--- src/rtl/bus_requester.sv ---
// bus_requester
//   Queues write beats in a small FIFO and, on a burst command, asks a
//   round-robin arbiter for the bus. Once granted, it streams the FIFO out
//   one beat per granted cycle until the burst length is reached.
//
// Handshakes:
//   A command transfers on a rising edge where cmd_valid & cmd_ready. A beat
//   enters the FIFO on a rising edge where din_valid & din_ready. cmd_valid
//   and din_valid must be held, with their payloads stable, until the
//   transfer. bus_valid has no back-pressure: every bus_valid cycle is one
//   beat consumed by the bus.
//
// Ports:
//   clock, reset       rising-edge clock, synchronous active-high reset
//   cmd_valid/ready    burst command handshake, cmd_len = beats - 1
//   din_valid/ready    write-beat push into the FIFO, din = beat data
//   req                request to the arbiter (registered)
//   gnt                registered grant from the arbiter
//   bus_valid          a beat is on the bus this cycle, bus_data = FIFO head
//   done               one-cycle pulse on the last beat of a burst
//   err                one-cycle pulse on grant timeout or grant loss
//   dbg_state          current FSM state (0 IDLE, 1 REQ, 2 XFER, 3 RELEASE)
//   dbg_count          current FIFO occupancy
module bus_requester #(
  parameter int DATA_W     = 8,
  parameter int FIFO_DEPTH = 8,   // power of two, at least 2
  parameter int TIMEOUT    = 64
) (
  input  logic                        clock,
  input  logic                        reset,
  input  logic                        cmd_valid,
  output logic                        cmd_ready,
  input  logic [3:0]                  cmd_len,
  input  logic                        din_valid,
  output logic                        din_ready,
  input  logic [DATA_W-1:0]           din,
  output logic                        req,
  input  logic                        gnt,
  output logic                        bus_valid,
  output logic [DATA_W-1:0]           bus_data,
  output logic                        done,
  output logic                        err,
  output logic [1:0]                  dbg_state,
  output logic [$clog2(FIFO_DEPTH):0] dbg_count
);

  localparam int PTR_W  = $clog2(FIFO_DEPTH);
  localparam int WAIT_W = $clog2(TIMEOUT + 1);
  localparam logic [PTR_W:0]    FULL_CNT  = (PTR_W + 1)'(FIFO_DEPTH);
  localparam logic [WAIT_W-1:0] WAIT_LAST = WAIT_W'(TIMEOUT - 1);

  typedef enum logic [1:0] {
    S_IDLE    = 2'd0,
    S_REQ     = 2'd1,
    S_XFER    = 2'd2,
    S_RELEASE = 2'd3
  } state_t;

  state_t              r_state;
  state_t              w_next;
  logic                r_req;
  logic [3:0]          r_len;
  logic [3:0]          r_beat;
  logic [WAIT_W-1:0]   r_wait;

  logic [DATA_W-1:0]   r_mem [FIFO_DEPTH];
  logic [PTR_W-1:0]    r_wr_ptr;
  logic [PTR_W-1:0]    r_rd_ptr;
  logic [PTR_W:0]      r_count;

  logic                w_empty;
  logic                w_full;
  logic                w_push;
  logic                w_pop;
  logic                w_cmd_ready;
  logic                w_bus_valid;
  logic                w_done;
  logic                w_err;

  assign w_empty = (r_count == '0);
  assign w_full  = (r_count == FULL_CNT);
  // No bypass: a full FIFO refuses a push even in a cycle that pops.
  assign w_push  = din_valid & ~w_full;
  assign w_pop   = bus_valid;

  // Next-state and combinational outputs.
  always_comb begin
    w_next      = r_state;
    w_cmd_ready = 1'b0;
    w_bus_valid = 1'b0;
    w_done      = 1'b0;
    w_err       = 1'b0;
    case (r_state)
      S_IDLE: begin
        w_cmd_ready = 1'b1;
        if (cmd_valid) w_next = S_REQ;
      end
      S_REQ: begin
        if (gnt) begin
          w_next = S_XFER;
        end else if (r_wait == WAIT_LAST) begin
          w_err  = 1'b1;
          w_next = S_RELEASE;
        end
      end
      S_XFER: begin
        if (!gnt) begin
          // Grant lost mid-burst: abandon, leave unsent beats queued.
          w_err  = 1'b1;
          w_next = S_RELEASE;
        end else if (!w_empty) begin
          w_bus_valid = 1'b1;
          if (r_beat == r_len) begin
            w_done = 1'b1;
            w_next = S_RELEASE;
          end
        end
        // gnt & empty: underrun stall, req stays high.
      end
      S_RELEASE: begin
        // One cycle with req low so the arbiter rotates; gnt ignored.
        w_next = S_IDLE;
      end
      default: w_next = S_IDLE;
    endcase
  end

  // Pulses are suppressed while reset is asserted so a mid-burst reset
  // never reports a completion or an error.
  assign cmd_ready = w_cmd_ready;
  assign bus_valid = w_bus_valid & ~reset;
  assign done      = w_done & ~reset;
  assign err       = w_err & ~reset;
  assign req       = r_req;
  assign din_ready = ~w_full;
  assign bus_data  = r_mem[r_rd_ptr];
  assign dbg_state = r_state;
  assign dbg_count = r_count;

  // FSM state, request flop and burst counters.
  always_ff @(posedge clock) begin
    if (reset) begin
      r_state <= S_IDLE;
      r_req   <= 1'b0;
      r_len   <= '0;
      r_beat  <= '0;
      r_wait  <= '0;
    end else begin
      r_state <= w_next;
      // req is decoded from the next state into a flop, so it equals
      // (state == REQ || state == XFER) with no path from any input.
      r_req   <= (w_next == S_REQ) || (w_next == S_XFER);

      if (r_state == S_IDLE && cmd_valid) begin
        r_len  <= cmd_len;
        r_beat <= '0;
      end else if (w_pop) begin
        r_beat <= r_beat + 4'd1;
      end

      if (r_state == S_REQ && !gnt) r_wait <= r_wait + 1'b1;
      else                          r_wait <= '0;
    end
  end

  // FIFO storage is not reset; only pointers and count are.
  always_ff @(posedge clock) begin
    if (w_push) r_mem[r_wr_ptr] <= din;
  end

  always_ff @(posedge clock) begin
    if (reset) begin
      r_wr_ptr <= '0;
      r_rd_ptr <= '0;
      r_count  <= '0;
    end else begin
      // Pointers are PTR_W bits wide, so they wrap modulo FIFO_DEPTH.
      if (w_push) r_wr_ptr <= r_wr_ptr + 1'b1;
      if (w_pop)  r_rd_ptr <= r_rd_ptr + 1'b1;
      case ({w_push, w_pop})
        2'b10:   r_count <= r_count + 1'b1;
        2'b01:   r_count <= r_count - 1'b1;
        default: r_count <= r_count;
      endcase
    end
  end

endmodule

--- config.mk ---
export PLATFORM = sky130hd
export DESIGN_NAME = bus_requester
export DESIGN_NICKNAME = d
export VERILOG_FILES = /design/src/rtl/bus_requester.sv
export SDC_FILE = /design/constraint.sdc
export NUM_CORES = 1
export LEC_CHECK = 0
export BUFFER_PORTS_ARGS = -buffer_cell sky130_fd_sc_hd__buf_4
export CORE_ASPECT_RATIO = 1.5
export CORE_MARGIN = 5
export CORE_UTILIZATION = 45
export DETAILED_ROUTE_END_ITERATION = 6
export PLACE_DENSITY = 0.62
export SLEW_MARGIN = 30
export SYNTH_ARGS = -nofsm -noshare
export SYNTH_HDL_FRONTEND = slang
export SYNTH_SLANG_ARGS = --single-unit
--- constraint.sdc ---
create_clock -name clock -period 4.7 [get_ports clock]
set_clock_uncertainty 0.05 [all_clocks]
set_input_delay 0.94 -clock clock [delete_from_list [all_inputs] [get_ports clock]]
set_output_delay 0.94 -clock clock [all_outputs]
set_load 0.05 [all_outputs]
==> results.py <==
metrics = {
    "global_route": {
        "overflow": 0,
        "globalRouteMet2Util": 0.2458,
        "grtUsageMet3": 0.03574,
        "grt_pass1_wl_mm": 11.72,
        "grt_pass1_vias": 2270,
        "grtUsageMet1": 0.1745,
        "grt_usage": 0.1442,
        "antenna_found_initial": 0,
        "grt_max_degree": 23,
        "gr-max-usage-layer": "met2",
    },
    "place": {
        "io_buffers": 36,
        "gp_congestion": 0.7585,
        "hpwlAfterDp_mm": 4.730,
        "place_inst": 403,
    },
    "cts": {
        "clock-root-buffer": "clkbuf_16",
        "clk_path_buf_depth": 2,
        "clkSinkCount": 95,
        "cts_hold_repair.buffers": 0,
        "post_cts_buffers": 0,
        "cts-buffers-inserted": 9,
        "clk_pin_slew_worst_paths_ns": 0.06,
        "clkLatencyLatePin_ns": 0.33,
        "h-tree-depth": 3,
        "cts_tree": "built",
        "cts_resized": 0,
    },
    "critical_path": {
        "cp_max_fo": 9,
        "crit_path_end_kind": "output pin",
        "required_ns": 3.71,
        "critical_path_class": "flip-flop to output pin",
        "path_delay_family": "multiplexers",
        "path_cells": "buf_4 -> mux4_2 -> mux2_2 -> buf_4",
        "cpMaxStageDelayCell": "dfxtp_1",
        "arrival_ns": 2.34,
        "slowest_delay_ns": 0.70,
        "cpMostUsedCell": "buf_4",
        "crit_buf_inv": 2,
        "worstSetupStartpointType": "flip-flop",
    },
    "yosys": {
        "synth_seq_cells": 95,
        "ys.flop_type": "edfxtp_1",
        "postSynthCellCount": 266,
        "synth-edff-count": 64,
        "synth_top_area_share": 0.4903,
        "yosysTopAreaCell": "edfxtp_1",
        "seq_area_frac_synth": 0.6486,
        "ys_types": 39,
        "synth_nets": 294,
        "avgSynthCellArea_sq_um": 14.74,
        "synth_area_leaders": "edfxtp_1 49%, dfxtp_1 16%, mux4_2 9.2%, ha_1 3.5%, xnor2_1 2.5%",
        "ys_warn_count": 0,
        "syn_area_sq_mm": 0.003920,
        "async_flop_share": 0,
    },
    "power_and_ir_drop": {
        "ir_drop_uv": 369.9,
        "powerDensity_mw_per_mm2": 465.5,
        "clkPwrFrac": 0.356,
        "combinationalPowerShare": 0.193,
        "leakage_uw": 0.001646,
        "total_power_uw": 2155,
        "power_frac_seq": 0.451,
        "intPower_uw": 1555,
        "p_sw_uw": 599.0,
        "p_sw_frac": 0.2780,
    },
    "sta": {
        "period_needed_ns": 3.334,
        "rsz0062_at_grt": "false",
        "finalMaxSlewViolations": 0,
        "tns_ns": 0,
        "maxSlewHeadroom": 0.3874,
        "tightest_slew_ns": 0.9140,
        "fmax_mhz": 300.0,
        "fin_crit_sh": 0.7093,
        "final_hold_viol_count": 0,
        "setup_violations": 0,
    },
    "floorplan": {
        "die_w_um": 86.21,
        "die_area_sq_mm": 0.01072,
        "start_util": 0.4631,
        "num_rows": 41,
        "io_pins": 37,
        "die_h_um": 124.3,
        "core_area_sq_mm": 0.008464,
    },
    "detailed_routing": {
        "num_vias": 2241,
        "wl_per_cell_um": 17.01,
        "dr.pass1.iters": 4,
        "viasPerCell": 5.348,
        "drc": 0,
        "ant_nets": 0,
        "first_iter_violations": 80,
        "wl_mm": 7.128,
    },
    "finish": {
        "antenna_cells": 0,
        "n_fill_cell": 719,
        "final_util": 0.5468,
        "final_cells": 419,
        "nNetsFinal": 335,
        "area_delta_synth_final_pct": 18.07,
        "drive_gt1_frac": 0.2724,
    },
    "hold_path": {
        "hold_class": "flip-flop to flip-flop",
    },
    "status": {
        "status": "completed",
    },
    "flow_run": {
        "maxCapViolCount": 0,
    },
}
[layer usage]
metal	vias up	part of all wire	wire, um
met2	60	0.52	3730
met1	1094	0.41	2958
met4	0	0.015	109
li1	1079	-	-
met3	8	0.046	330
met5	-	0	0
[registers in the layout, summed over array words and instances (netlist names), named ones only]
name and cells:
r_mem 64, r_wait 7, dbg_count 4, r_len 4, r_beat 4, r_wr_ptr 3
r_rd_ptr 3, req 1, dbg_state 2
[power groups by stage]
stage	logic (uW)	registers [uW]	clock network [uW]
global route	456	978	823
global placement	415	989	0
finish	415	972	768
floorplan	268	1030	0
detailed placement	418	990	0
CTS	420	973	790
[cell type report]
class	instances	area, sq um	share of cell area
multi-input cells	156	1309	0.2828
inverters	4	15.01	0.003244
clock buffers	9	225.2	0.04866
flip-flops and latches	95	2542	0.5493
clock inverters	7	95.09	0.02055
well taps	107	133.9	0.02893
repair buffers	41	307.8	0.06650
[Yosys cell counts, types with 8 or more instances]
master	instances
a21oi_1	10
dfxtp_1	31
ha_1	11
nor3_1	8
edfxtp_1	64
xnor2_1	11
nand3_1	8
mux4_2	16
mux2_2	8
xor2_1	8
nand2_1	17
nor2_1	22
[final timing paths]
path | from | endpoint | slack (ns) | cells after the start
worst max register to register | dbg_count[0] | dbg_count[2] | 1.96 | 9
worst min-delay path | r_wait[0] | r_wait[0] | 0.40 | 1
worst min register to register | r_wait[0] | r_wait[0] | 0.40 | 1
worst max-delay path | flip-flop | bus_data[6] | 1.37 | 4
[cells by family (layout without fill, tap and decap cells)]
group,count (synthesis),after routing,share of synthesized area
compound gates,21,21,0.03192
xor+xnor,19,19,0.04245
fa+ha+maj,11,11,0.03511
buf+inv,15,61,0.01883
flops,95,95,0.6486
mux,27,27,0.1226
simple gates,78,78,0.1005
[through the flow]
| stage | hold WS, ns | setup WS, ns | instance area [sq um] |
|---|---|---|---|
| global route | 0.4412 | 1.198 | 4628 |
| floorplan | 0.3679 | 1.164 | 3920 |
| global placement | 0.3824 | 1.686 | 4308 |
| detailed placement | 0.3880 | 1.661 | 4308 |
| finish | 0.3972 | 1.366 | 4628 |
| CTS | 0.4024 | 1.274 | 4628 |
[layout by cell type, fill, tap and decap left out, drive strengths merged, types with 2 or more instances in the layout]
master,instances
inv,6
o21ai,5
buf,41
nand2,17
dfxtp,31
a21oi,10
bufinv,2
mux2i,3
nor3,8
nand4,2
mux4,16
or4,2
nor2,22
nand2b,4
nand3,8
edfxtp,64
ha,11
clkbuf,9
xor2,8
mux2,8
nor2b,2
clkinv,3
and3,4
or3,2
nor3b,2
xnor2,11
No activity file was read; power rests on OpenSTA's default activity.
